==> config.mk <==
export PLATFORM = sky130hd
export DESIGN_NAME = sum_accumulator
export DESIGN_NICKNAME = d
export VERILOG_FILES = /design/src/rtl/adder_pkg.sv /design/src/rtl/sat_add.sv /design/src/rtl/sum_accumulator.sv
export SDC_FILE = /design/constraint.sdc
export NUM_CORES = 1
export LEC_CHECK = 0
export CAP_MARGIN = 0
export CORE_ASPECT_RATIO = 1.2
export CORE_UTILIZATION = 30
export CTS_BUF_LIST = sky130_fd_sc_hd__clkbuf_8
export CTS_CLUSTER_SIZE = 24
export DETAILED_ROUTE_END_ITERATION = 6
export PLACE_DENSITY_LB_ADDON = 0.2
export SLEW_MARGIN = 20
export SYNTH_ARGS = -nofsm -noshare
export SYNTH_HDL_FRONTEND = slang
export SYNTH_HIERARCHICAL = 1
export SYNTH_SLANG_ARGS = --single-unit
==> constraint.sdc <==
create_clock -name clk -period 3.65 [get_ports clk]
set_input_delay 0.5475 -clock clk [delete_from_list [all_inputs] [get_ports clk]]
set_output_delay 0.5475 -clock clk [all_outputs]
set_load 0.02 [all_outputs]
==> src/rtl/adder_pkg.sv <==
// Shared definitions between the signed adder stage and its accumulator consumer.
package adder_pkg;

  localparam int N_BITS = 8;

  typedef enum logic {
    ACCUM = 1'b0,
    HOLD  = 1'b1
  } acc_state_t;

endpackage

==> src/rtl/sat_add.sv <==
// Signed saturating add: ACC_BITS accumulator plus a sign-extended N_BITS sample.
module sat_add #(
  parameter int ACC_BITS = 16,
  parameter int N_BITS   = 8
) (
  input  logic [ACC_BITS-1:0] acc,
  input  logic [N_BITS-1:0]   sample,
  output logic [ACC_BITS-1:0] result,
  output logic                sat
);

  logic [ACC_BITS:0] wide;

  always_comb begin
    wide = {acc[ACC_BITS-1], acc} + {{(ACC_BITS + 1 - N_BITS){sample[N_BITS-1]}}, sample};
    // With one guard bit, a differing top pair means the true sum left the ACC_BITS range.
    sat  = wide[ACC_BITS] ^ wide[ACC_BITS-1];
    if (sat) begin
      result = wide[ACC_BITS] ? {1'b1, {(ACC_BITS - 1){1'b0}}}
                              : {1'b0, {(ACC_BITS - 1){1'b1}}};
    end else begin
      result = wide[ACC_BITS-1:0];
    end
  end

endmodule

==> src/rtl/sum_accumulator.sv <==
// Frames FRAME_LEN adder results into a saturated total plus flag counts,
// handing each frame result downstream over a valid/ready port.
module sum_accumulator
  import adder_pkg::*;
#(
  parameter int   N_BITS    = adder_pkg::N_BITS,
  parameter int   ACC_BITS  = 16,
  parameter int   FRAME_LEN = 4,
  localparam int  CNT_BITS  = $clog2(FRAME_LEN + 1)
) (
  input  logic                clk,
  input  logic                rst_n,
  input  logic                in_valid,
  output logic                in_ready,
  input  logic [N_BITS-1:0]   sum,
  input  logic                is_negative,
  input  logic                is_zero,
  input  logic                is_even,
  output logic                out_valid,
  input  logic                out_ready,
  output logic [ACC_BITS-1:0] total,
  output logic [CNT_BITS-1:0] neg_count,
  output logic [CNT_BITS-1:0] zero_count,
  output logic [CNT_BITS-1:0] even_count,
  output logic                overflow
);

  localparam logic [CNT_BITS-1:0] LAST_IDX = CNT_BITS'(FRAME_LEN - 1);

  acc_state_t          state;
  logic [CNT_BITS-1:0] idx;
  logic [ACC_BITS-1:0] next_total;
  logic                next_sat;

  sat_add #(
    .ACC_BITS (ACC_BITS),
    .N_BITS   (N_BITS)
  ) u_sat_add (
    .acc    (total),
    .sample (sum),
    .result (next_total),
    .sat    (next_sat)
  );

  assign in_ready  = (state == ACCUM);
  assign out_valid = (state == HOLD);

  always_ff @(posedge clk or negedge rst_n) begin
    if (!rst_n) begin
      state      <= ACCUM;
      idx        <= '0;
      total      <= '0;
      neg_count  <= '0;
      zero_count <= '0;
      even_count <= '0;
      overflow   <= 1'b0;
    end else begin
      case (state)
        ACCUM: begin
          if (in_valid) begin
            total      <= next_total;
            overflow   <= overflow | next_sat;
            neg_count  <= neg_count + CNT_BITS'(is_negative);
            zero_count <= zero_count + CNT_BITS'(is_zero);
            even_count <= even_count + CNT_BITS'(is_even);
            idx        <= idx + 1'b1;
            if (idx == LAST_IDX) begin
              state <= HOLD;
            end
          end
        end
        HOLD: begin
          if (out_ready) begin
            state      <= ACCUM;
            idx        <= '0;
            total      <= '0;
            neg_count  <= '0;
            zero_count <= '0;
            even_count <= '0;
            overflow   <= 1'b0;
          end
        end
        default: state <= ACCUM;
      endcase
    end
  end

endmodule
==> results of run 1 <==
Yosys cell counts (all sizes together) (5+ instances only):
cell     count
a21oi       12
buf         14
dfrtp       30
ha          24
inv          9
maj3        15
mux2i       23
nand2       17
nor2         8
nor2b        5
o21ai        8
o2bb2ai     24
xnor2        9
cell type report:
type                            instances  area (um^2)
Inverter                                9         33.8
Sequential cell                        30          751
Tap cell                              114          143
Timing Repair Buffer                   51          483
Clock inverter                          2         8.76
Clock buffer                            6         82.6
Fill cell                             865         5080
Multi-Input combinational cell        197         1710
metrics by stage:
stage | total power, mW | instance area (um^2) | std cells
after floorplan | 2.30 | 2610 | 250
after global placement | 2.90 | 3120 | 401
after detailed placement | 2.91 | 3120 | 401
after CTS | 3.21 | 3210 | 409
after global routing | 3.46 | 3210 | 409
final | 3.17 | 3210 | 409
state kept, by name, indices dropped and copies added (netlist names):
register	cells
total	16
even_count	3
idx	3
neg_count	3
zero_count	3
out_valid	1
overflow	1
worst max-delay path, stage by stage:
cell and delay (ns):
sky130_fd_sc_hd__clkdlybuf4s50_1 0.41, sky130_fd_sc_hd__buf_4 0.16, sky130_fd_sc_hd__ha_1 0.35, sky130_fd_sc_hd__and2_1 0.20
sky130_fd_sc_hd__o21ai_0 0.25, sky130_fd_sc_hd__o211a_1 0.22, sky130_fd_sc_hd__o221ai_2 0.12, sky130_fd_sc_hd__xor2_2 0.65
sky130_fd_sc_hd__maj3_1 0.31, sky130_fd_sc_hd__mux2i_1 0.07, sky130_fd_sc_hd__o2bb2ai_1 0.17
logic make-up (layout without fill, tap and decap cells):
kind of cell               after synthesis  in the layout
AOI/OAI and AO/OA                       68             68
and+or+nand+nor                         52             52
adders and majority gates               40             40
DFF                                     30             30
muxes                                   24             24
buffers and inverters                   23             68
xor gates and xnor gates                13             13
layout by cell type, fill, tap and decap left out, types with 2 or more instances in the layout:
master | Yosys | layout
sky130_fd_sc_hd__and2_1 | 3 | 3
sky130_fd_sc_hd__nand3_1 | 3 | 3
sky130_fd_sc_hd__nand2b_1 | 3 | 3
sky130_fd_sc_hd__o22ai_1 | 2 | 2
sky130_fd_sc_hd__nor2b_1 | 4 | 4
sky130_fd_sc_hd__o21ai_0 | 7 | 7
sky130_fd_sc_hd__clkdlybuf4s50_1 | 0 | 41
sky130_fd_sc_hd__nor4bb_1 | 3 | 3
sky130_fd_sc_hd__xnor2_1 | 9 | 9
sky130_fd_sc_hd__inv_1 | 9 | 10
sky130_fd_sc_hd__o21a_1 | 3 | 3
sky130_fd_sc_hd__nand2_1 | 17 | 17
sky130_fd_sc_hd__maj3_1 | 15 | 15
sky130_fd_sc_hd__and3_1 | 4 | 4
sky130_fd_sc_hd__dfrtp_1 | 30 | 30
sky130_fd_sc_hd__buf_4 | 6 | 9
sky130_fd_sc_hd__a211o_1 | 3 | 3
sky130_fd_sc_hd__a21oi_1 | 11 | 11
sky130_fd_sc_hd__xor2_1 | 3 | 3
sky130_fd_sc_hd__nor2_1 | 8 | 8
sky130_fd_sc_hd__mux2i_1 | 23 | 23
sky130_fd_sc_hd__a21o_1 | 2 | 2
sky130_fd_sc_hd__and3b_1 | 3 | 3
sky130_fd_sc_hd__o2bb2ai_1 | 24 | 24
sky130_fd_sc_hd__ha_1 | 24 | 24
sky130_fd_sc_hd__clkbuf_8 | 0 | 6
worst paths after layout:
| path | startpoint | end | slack [ns] | cells after the start |
|---|---|---|---|---|
| hold reg to reg | idx[1] | idx[1] | 0.53 | 1 |
| setup / recovery | sum[7] | total[0] | 0.39 | 11 |
| max in group asynchronous | rst_n | neg_count[1] | 2.69 | 2 |
| min in group asynchronous | rst_n | idx[2] | 0.66 | 2 |
| hold / removal | idx[1] | idx[1] | 0.53 | 1 |
| setup reg to reg | total[0] | total[11] | 0.66 | 10 |
routing by layer:
layer / vias to the layer above / global-route usage [%] / wire, um
met5: - / 0 / 0
met4: 0 / 5.12 / 88
li1: 1013 / - / -
met3: 7 / 2.30 / 193
met2: 45 / 23.2 / 2760
met1: 992 / 18.8 / 2950
power groups by stage:
stage | Combinational [mW] | Clock, mW | Sequential, mW
6_report | 2.20 | 0.279 | 0.692
5_1_grt | 2.43 | 0.308 | 0.723
4_1_cts | 2.22 | 0.292 | 0.696
3_5_place_dp | 2.21 | 0 | 0.699
3_3_place_gp | 2.20 | 0 | 0.698
2_1_floorplan | 1.47 | 0 | 0.830
==> results, run 1 <==
- The flow ran to the end, and the final reports show no timing, DRC or antenna violations.
- Summing the areas of all compound-gate instances in the mapped netlist gives between 20% and 30% of the synthesized area.
- The clock arrives with 0.00343 ns of skew.
- The placement-stage worst setup slack is between 0.1 and 0.15 ns.
- The number of global-route vias before repair is 2,059.
- The residual overflow from global routing is 0.
- The worst setup path is of the primary input to flip-flop kind.
- After synthesis, the netlist uses 49 different library cells.
- The top cell type by total area after synthesis is sky130_fd_sc_hd__dfrtp_1.
- The first detailed-routing pass ran for 5 iterations.
- The switching power is 1.46 mW.
- The final number of max-transition violations is 0.
- The number of remaining DRC errors is 0.
- The normalized max-slew margin is between 40% and 50%.
- The cell chosen for the clock root is sky130_fd_sc_hd__clkbuf_8.
- The cell-internal power is 1.72 mW.
- The critical path capture point type is a flip-flop.
- The hold violation total from the final report was 0.
- The sequential area share after synthesis is between 20 and 30%.
- The hold buffer count at CTS is 0.
- The path class of the lowest-slack min-delay path is flip-flop to flip-flop.
- The part of the total power dissipated in the clock network is 8.8%.
- The detailed router placed slightly above 2,000 vias in this run.
- Max-cap violations in this run came to 0.
- At the end of routability-driven placement, the weighted congestion stood at 0.856.
- Of the total synthesized cell area, the portion taken by AND, OR, NAND and NOR gates is 11.1%.
- The clock tree from TritonCTS is built.
- The total negative setup slack is 0 ns.
- The count of standard-cell rows is 36.
- The count of nets left with antenna violations once routing finished came out at 0.
- By area the synthesized netlist is led by sky130_fd_sc_hd__dfrtp_1, sky130_fd_sc_hd__ha_1, sky130_fd_sc_hd__mux2i_1.
- The number of warning messages in the yosys log is 6.
- The maximum buffer depth of the clock tree is 2.
- The total of cells resized after clock tree synthesis is 0.
- The flip-flop and latch count after synthesis is 30.
- In the synthesized netlist the async set-or-reset flop fraction comes to 100%.
- The worst setup slack after layout is between 0.3 and 0.4 ns.
- The share of post-route cells with drive strength above 1 is 10.8%.
- The net count reported at finish is roughly 330.
- The summed instance area of the synthesized netlist is 0.00261 mm^2.
- The worst ir drop on vdd is 0.366 mV.
- The routed length per instance is 14.7 um.
- The quantity of I/O buffers inserted on ports is 42.
- By area, the combinational part of the netlist is dominated by compound AO/OA/AOI/OAI gates.
- The kind of start point of the critical path is a primary input.
- Counting every net in the synthesized netlist gives 290.
- Wires add up to 6000 um.
- The via density per instance is 5.03.
- The synthesized instance count is 250.
- The number of design-rule violations left by the first detailed-router iteration is 70.
- The maximum number of pins on one net before global-route repair is 38.
- The initial antenna violation count is 0.
- The antenna diode count is 0.
- Setup violations remaining at the end of the flow were counted as 0.
- In the synthesized netlist the dominant register cell turns out to be sky130_fd_sc_hd__dfrtp_1.
- The clock transition at the register clock pins on the worst setup and hold paths after CTS is 0.06 ns.
- The fraction of synthesized area in multiplexers is 9.27%.
- The total global routing track utilization is 14.3%.
- After clock tree synthesis, the setup repair step added 0 buffers.
- The region available for standard cell placement spans 0.00829 mm^2.
- The smallest hold slack is approximately 0.53 ns.
- The area growth from synthesis to layout is 23.0%.
- After synthesis, the largest area contributor takes up a little under 30% of total cell area.
- For the worst setup path, the data arrival time is 3.47 ns.
- In the finished design, the share of the clock period the worst path needs comes to 89.4%.
- The number of enable flip-flop cells after synthesis is 0.
- For this run, the share of the core covered by cells in the final layout is 38.7%.
- The critical path required time is 3.85 ns.
- The upper clock frequency limit is 306 MHz.
- Dividing total power by cell area gives a power density of between 900 and 1000 mW/mm^2.
- Measured along the x axis, the die boundary spans 87.1 um.
- The synthesized area per cell is 10.4 um^2.
- Along the worst path, the maximum fanout reaches 16.
- The wire length of the first global-routing pass is 10,100 um.
- Sequential cells account for 21.8% of the total power.
- The die covers between 0.009 and 0.01 mm^2.
- The clock latency on the worst-skew pair is around 0.28 ns.
- The die outline height is 104 um.
- Of the total power, the share spent switching nets is between 40% and 50%.
- The CTS buffer count is 5.
- The number of clock sinks seen by CTS is 30.
- The minimum period implied by the final worst setup slack is between 3 and 4 ns.
- The fraction of the mapped netlist area in adder cells is 18.1%.
- CTS built an H-tree with a depth of 2.
- The initial core utilization is 31.4%.
- The measured slew at the worst slew-check pin is approximately 0.88 ns.
- The half-perimeter wire length after placement is 4310 um.
- The synthesized netlist devotes 4.66% of its cell area to XOR and XNOR gates.
- The combinational fraction of design power is 69.4%.
- Summed over all cells, the static leakage comes to between 1 and 1.5 nW.
- Setup repair after global routing left no endpoint under its margin.
- The number of placed I/O pins is 43.
No activity file was read; power rests on OpenSTA's default activity.
==> inputs of run 2 (changes only) <==
--- a/config.mk
+++ b/config.mk
@@ -11,7 +11,6 @@
 export CTS_BUF_LIST = sky130_fd_sc_hd__clkbuf_8
 export CTS_CLUSTER_SIZE = 24
 export DETAILED_ROUTE_END_ITERATION = 6
-export PLACE_DENSITY_LB_ADDON = 0.2
 export SLEW_MARGIN = 20
 export SYNTH_ARGS = -nofsm -noshare
 export SYNTH_HDL_FRONTEND = slang
==> results, run 2 (synthesis results as in run 1) <==
- The initial core utilization is 31.4% (unchanged).
- The largest fanout on the critical path is 17 (+1).
- The depth of the worst hold-timing path is 1 (unchanged).
- The clock transition at the register clock pins on the worst setup and hold paths after CTS is 0.07 ns (about the same).
- The switching power was 1.44 mW (-0.94%).
- The critical path is of the primary input to flip-flop type.
- The remaining antenna violation count is 0 (unchanged).
- The maximum number of pins on one net before global-route repair is 42 (+11%).
- The quantity of I/O buffers inserted on ports came to 42 (unchanged).
- The fraction of power spent switching nets is 44.8% (-1.0 points).
- The hold violation total from the final report came to 0 (unchanged).
- The sequential cell area was 751 um^2 (unchanged).
- The final number of max-transition violations is 0 (unchanged).
- The number of standard cells in the final layout excluding fillers is 405 (-0.98%).
- The worst ir drop on vdd is 0.268 mV (-27%).
- The share of the clock period used by the worst path is 87.7% (-1.8 points).
- The number of max-capacitance violations reported is 0 (unchanged).
- The die footprint is 0.00907 mm^2 (unchanged).
- The hold buffer count at CTS is 0 (unchanged).
- The initial antenna violation count is 0 (unchanged).
- The final core area utilization is 38.5% (-0.15 points).
- The routability congestion estimate from global placement came to 0.855 (-0.16%).
- The number of placed I/O pins came to 43 (unchanged).
- The data arrival time of the critical path is 3.36 ns (-0.11 ns).
- The total cell area at the placement stage was 0.00309 mm^2 (-0.96%).
- The leakage power figure was 1.34 nW (-1.0%).
- The area occupied by multi-input gates was 0.00171 mm^2 (unchanged).
- The number of clock sinks seen by CTS was 30 (unchanged).
- The number of global-route vias before repair is 2,070 (+0.53%).
- The total negative setup slack is 0 ns (unchanged).
- The run finished with clean final reports.
- The number of remaining DRC errors came to 0 (unchanged).
- The cell area power density is 1010 mW/mm^2 (+1.7%).
- The smallest hold slack is 0.521 ns (-0.00511 ns).
- The part of the total power dissipated in the clock network is 10.6% (+1.8 points).
- The instance count after placement with tap cells included was 397 (-1.0%).
- The first-pass iteration count of the detailed router is 4 (-1).
- The total global routing track utilization came to 14.0% (-0.29 points).
- The critical path required time is 3.81 ns (-0.04 ns).
- The share of post-route cells with drive strength above 1 was 9.97% (-0.88 points).
- The placement-stage worst setup slack is 0.0954 ns (-0.0379 ns).
- The net count reported at finish is 330 (-1.2%).
- The cell chosen for the clock root is sky130_fd_sc_hd__clkbuf_8.
- The sequential share of power came to 21.2% (-0.6 points).
- The total setup violations reported at the end of the flow was 0 (unchanged).
- The total setup buffers inserted after CTS was 0 (unchanged).
- The core region area was 0.00829 mm^2 (unchanged).
- Setup repair after global routing left no endpoint under its margin.
- Relative to the synthesized area, the layout overhead comes to 22.6%.
- The wire length of the first global-routing pass came to 10,000 um (-0.68%).
- The layout filler cell count is 874 (+1.0%).
- The minimum period implied by the final worst setup slack is 3.20 ns (-0.0641 ns).
- The vias after detailed routing is 2,037 (-0.97%).
- total holds more flip-flops than any other register.
- The clock latency on the worst-skew pair is 0.29 ns (about the same).
- The antenna diode count is 0 (unchanged).
- The slowest cell on the critical path is sky130_fd_sc_hd__maj3_1.
- The total power is 3.22 mW (+1.3%).
- The worst setup slack after layout is 0.449 ns (+0.0641 ns).
- The number of design-rule violations left by the first detailed-router iteration is 58 (-17%).
- The half-perimeter wire length after placement was 4020 um (-6.7%).
- Leaving out fill and tap cells, the most frequent cells in the layout are sky130_fd_sc_hd__clkdlybuf4s50_1, sky130_fd_sc_hd__dfrtp_1, sky130_fd_sc_hd__o2bb2ai_1, sky130_fd_sc_hd__ha_1, sky130_fd_sc_hd__mux2i_1.
- The via density per instance came to 5.03 (about the same).
- The upper clock frequency limit is 312 MHz (+2.0%).
- The largest stage delay on the critical path came to 0.45 ns (-0.20 ns).
- The die outline height was 104 um (unchanged).
- The combinational fraction of design power is 68.3% (-1.1 points).
- The critical path capture point type is a flip-flop.
- The count of standard-cell rows is 36 (unchanged).
- The normalized max-slew margin came to 41.1% (-0.26 points).
- The final instance area is 0.00319 mm^2 (-0.39%).
- The library cell used most frequently in the layout, excluding fill and tap cells, is sky130_fd_sc_hd__clkdlybuf4s50_1.
- The flip-flop count of the largest register, all copies and words added is 16 (unchanged).
- The total of cells resized after clock tree synthesis came to 0 (unchanged).
- The residual overflow from global routing is 0 (unchanged).
- The measured slew at the worst slew-check pin is 0.883 ns (+0.00392 ns).
- The path class of the lowest-slack min-delay path is flip-flop to flip-flop.
- The routed length per instance came to 14.5 um (-1.3%).
- The setup clock skew after layout is 0.00508 ns (+0.00164 ns).
- The cell depth of the worst flop-to-flop path was 10 (unchanged).
- The worst setup path is launched from a primary input.
- TritonCTS built the clock tree.
- The maximum buffer depth of the clock tree is 2 (unchanged).
- The die extent in x came to 87.1 um (unchanged).
- The detailed-route wire length is 5870 um (-2.2%).
- The CTS H-tree depth is 2 (unchanged).
- The cell-internal power is 1.77 mW (+3.2%).
- The CTS buffer count is 5 (unchanged).
- Traced cell by cell, the critical path runs through clkdlybuf4s50_1 > ha_1 > fa_1 > a21o_2 > a221oi_4 > o21ai_2 > nand2b_2 > a41oi_4 > maj3_1 > mux2i_1 > o2bb2ai_1.
run 2: cell count changes in the layout (fill, tap and decap cells not counted):
cell,previous run,this run
sky130_fd_sc_hd__clkinv_2,1,2
sky130_fd_sc_hd__inv_1,10,9
sky130_fd_sc_hd__buf_4,9,5
sky130_fd_sc_hd__clkbuf_8,6,5
sky130_fd_sc_hd__bufinv_16,0,1
run 2: final timing paths:
| path | endpoint | slack [ns] | startpoint |
|---|---|---|---|
| max | total[2] | 0.45 | sum[0] |
| min | idx[1] | 0.52 | idx[1] |
| max reg2reg | total[2] | 0.66 | total[0] |
| min reg2reg | idx[1] | 0.52 | idx[1] |
| max in group asynchronous | total[15] | 2.70 | rst_n |
| min in group asynchronous | even_count[1] | 0.64 | rst_n |
run 2: area by class of cell:
cell class                      instances  share of cell area [%]
Multi-Input combinational cell        197                    53.4
Clock buffer                            5                    2.15
Sequential cell                        30                    23.5
Inverter                                9                    1.06
Tap cell                              114                    4.47
Timing Repair Buffer                   47                    14.2
Clock inverter                          3                    1.25
run 2: critical path, delay by kind of cell:
kind,cells,cell delay (ns)
compound gates,5,1.07
mux,1,0.14
simple gates,1,0.11
buf+inv,1,0.41
fa+ha+maj,3,1.07
run 2: power by group through the flow:
stage                     Clock (mW)  Sequential, mW  Combinational (mW)
after floorplan                    0           0.830                1.47
after global placement             0           0.687                2.18
after detailed placement           0           0.688                2.21
after CTS                      0.353           0.685                2.22
after global routing           0.368           0.712                2.42
final                          0.340           0.680                2.20
run 2: routing by layer:
metal | part of all wire [%] | vias up | track usage, % | wire length (um)
li1 | - | 1015 | - | -
met1 | 47 | 981 | 18.5 | 2780
met2 | 48 | 35 | 22.6 | 2830
met3 | 2.8 | 6 | 2.46 | 162
met4 | 1.5 | 0 | 5.00 | 90
met5 | 0 | - | 0 | 0
==> edit (flow settings as in run 2) <==
Register the output `zero_count` once more; this adds one clock of latency there. The other outputs are not delayed to match.
--- a/src/rtl/sum_accumulator.sv
+++ b/src/rtl/sum_accumulator.sv
@@ -27,6 +27,8 @@
 
   localparam logic [CNT_BITS-1:0] LAST_IDX = CNT_BITS'(FRAME_LEN - 1);
 
+  logic [CNT_BITS-1:0] zero_count_s0;
+
   acc_state_t          state;
   logic [CNT_BITS-1:0] idx;
   logic [ACC_BITS-1:0] next_total;
@@ -51,7 +53,7 @@
       idx        <= '0;
       total      <= '0;
       neg_count  <= '0;
-      zero_count <= '0;
+      zero_count_s0 <= '0;
       even_count <= '0;
       overflow   <= 1'b0;
     end else begin
@@ -61,7 +63,7 @@
             total      <= next_total;
             overflow   <= overflow | next_sat;
             neg_count  <= neg_count + CNT_BITS'(is_negative);
-            zero_count <= zero_count + CNT_BITS'(is_zero);
+            zero_count_s0 <= zero_count_s0 + CNT_BITS'(is_zero);
             even_count <= even_count + CNT_BITS'(is_even);
             idx        <= idx + 1'b1;
             if (idx == LAST_IDX) begin
@@ -75,7 +77,7 @@
             idx        <= '0;
             total      <= '0;
             neg_count  <= '0;
-            zero_count <= '0;
+            zero_count_s0 <= '0;
             even_count <= '0;
             overflow   <= 1'b0;
           end
@@ -85,4 +87,8 @@
     end
   end
 
+  always_ff @(posedge clk) begin
+    zero_count <= zero_count_s0;
+  end
+
 endmodule
Formal check against the unedited RTL: not equivalent (a bounded check fails within 4 cycles, from zero or initial values and one cycle with rst_n low).
==> edit against run 2 <==
Clock power down 18%. Design area rose by 1.8%. Critical path depth is the same. Total power is 0.37% higher. Synthesized cell count grew 1.2%. Routed wire length rose by 0.78%. Sequential cell count is 3 higher. Setup slack got worse by 0.030 ns. Synthesized area is 2.3% higher. Critical path type unchanged. Highest routed layer unchanged.
==> edit: results (changes against run 2) <==
outcome complete, no violations; ratio of cells with drive above 1 in the final layout 0.105 (+0.00507); WP data arrival 3.40 ns (+0.04 ns); VDD IR max 0.476 mV (+78%); # port buffers 42 (unchanged); crit path max fanout 17 (unchanged); clock buffer depth 2 (unchanged); Top reg by flops total; synth top area cells dfrtp_1 28%, ha_1 11%, mux2i_1 8.6%; DRT Pass-1 Iters 5 (+1); max incr delay on CP 0.47 ns (+0.02 ns); Layout Skew 0.00417 ns (-0.000906 ns); post-CTS setup buffer count 0 (unchanged); CP startpoint sum[0]; Async S/R FF share, synth 0.909 (-0.0909); largest net degree at the start of global routing 35 (-17%); Hold Startpoint zero_count_s0[2]$_DFFE_PN0P_; Synth top cells by count 30 x dfrtp_1, 24 x ha_1, 24 x o2bb2ai_1, 23 x mux2i_1, 17 x nand2_1; clk_lat worst skew 0.29 ns (about the same); reg2reg start total[0]$_DFFE_PN0P_; Max-slew headroom 0.398 (-0.0129); Routability Congestion 0.801 (-6.2%); max FFs per register 16 (unchanged); Slowest-stage cell, CP maj3_1; # fillers 905 (+3.5%); CTS Buf Count 5 (unchanged); post-synth cell types 50 (+2.0%); Clock H-tree levels 2 (unchanged); CP top delay family adder cells; Synthesis Warnings 6 (unchanged); # diodes 0 (unchanged); Tightest Hold Check Type reg -> reg; HPWL Detailed 4240 um (+5.3%); Final Net Count 335 (+1.5%); Reg clk slew, reported paths 0.08 ns; Initial DRC Count 97 (+67%); vias after detailed routing 2086 (+2.4%); Root Driver clkbuf_8; Routed WL 5910 um (+0.78%); sequential element share of the synthesized area 0.304 (+0.0160); Post-CTS Resized 0 (unchanged); GRT Total Usage 0.134 (-0.00627); Leak Pwr 0.00136 uW (+1.6%); initial antenna violation count 0 (unchanged); Post-Syn Nets 293 (+1.0%); global-route wire length before repair 9760 um (-2.5%)
edit: cell types whose count changed after synthesis, sizes merged:
cell and delta:
dfxtp +3
edit: layer usage:
metal	track usage	routed length (um)	up-vias
met3	0.0141	142	8
met5	0	0	-
met1	0.163	2620	1022
met2	0.243	3090	33
met4	0.0380	64	0
li1	-	-	1023
edit: through the flow:
stage / cells / utilization / area, sq um / worst slack, ns
after floorplan: 253 / - / 2670 / 0.748
after global placement: 405 / 0.367 / 3160 / 0.133
after detailed placement: 405 / 0.367 / 3160 / 0.0934
after CTS: 413 / 0.378 / 3250 / 0.404
after global routing: 413 / 0.378 / 3250 / 0.245
final: 413 / 0.378 / 3250 / 0.420
edit: logic make-up (layout without fill, tap and decap cells):
family	count (synthesis)	after routing	synth area share
xor gates and xnor gates	13	13	0.0455
adders and majority gates	40	40	0.176
DFF	33	33	0.304
AOI/OAI and AO/OA	68	68	0.218
muxes	24	24	0.0906
buffers and inverters	23	66	0.0563
and+or+nand+nor	52	52	0.109
edit: worst paths after layout:
path | to | slack, ns | cells past startpoint
hold / removal | zero_count[2]$_DFF_P_ | 0.41 | 0
hold reg to reg | zero_count[2]$_DFF_P_ | 0.41 | 0
setup reg to reg | total[5]$_DFFE_PN0P_ | 0.66 | 10
max in group asynchronous | neg_count[2]$_DFFE_PN0P_ | 2.70 | 2
setup / recovery | total[5]$_DFFE_PN0P_ | 0.42 | 11
min in group asynchronous | total[9]$_DFFE_PN0P_ | 0.66 | 2
edit: area by class of cell:
| class | count | area, sq um | area share |
|---|---|---|---|
| Clock buffer | 5 | 68.8 | 0.0212 |
| Clock inverter | 3 | 17.5 | 0.00539 |
| Inverter | 9 | 33.8 | 0.0104 |
| Multi-Input combinational cell | 197 | 1710 | 0.525 |
| Sequential cell | 33 | 811 | 0.249 |
| Tap cell | 117 | 146 | 0.0450 |
| Timing Repair Buffer | 49 | 468 | 0.144 |
edit: worst reg2reg max path, cell delays in order, from the launching register on:
cell and delay [ns]:
dfrtp_1 0.41, ha_1 0.25, fa_1 0.41, a21o_2 0.26
a221oi_4 0.29, o21ai_2 0.13, nand2b_2 0.11, a41oi_4 0.32
maj3_1 0.47, mux2i_1 0.15, o2bb2ai_1 0.09
edit: power breakdown:
group | switching (uW) | internal (uW)
combinational | 1130 | 1080
sequential | 186 | 554
clock | 149 | 132
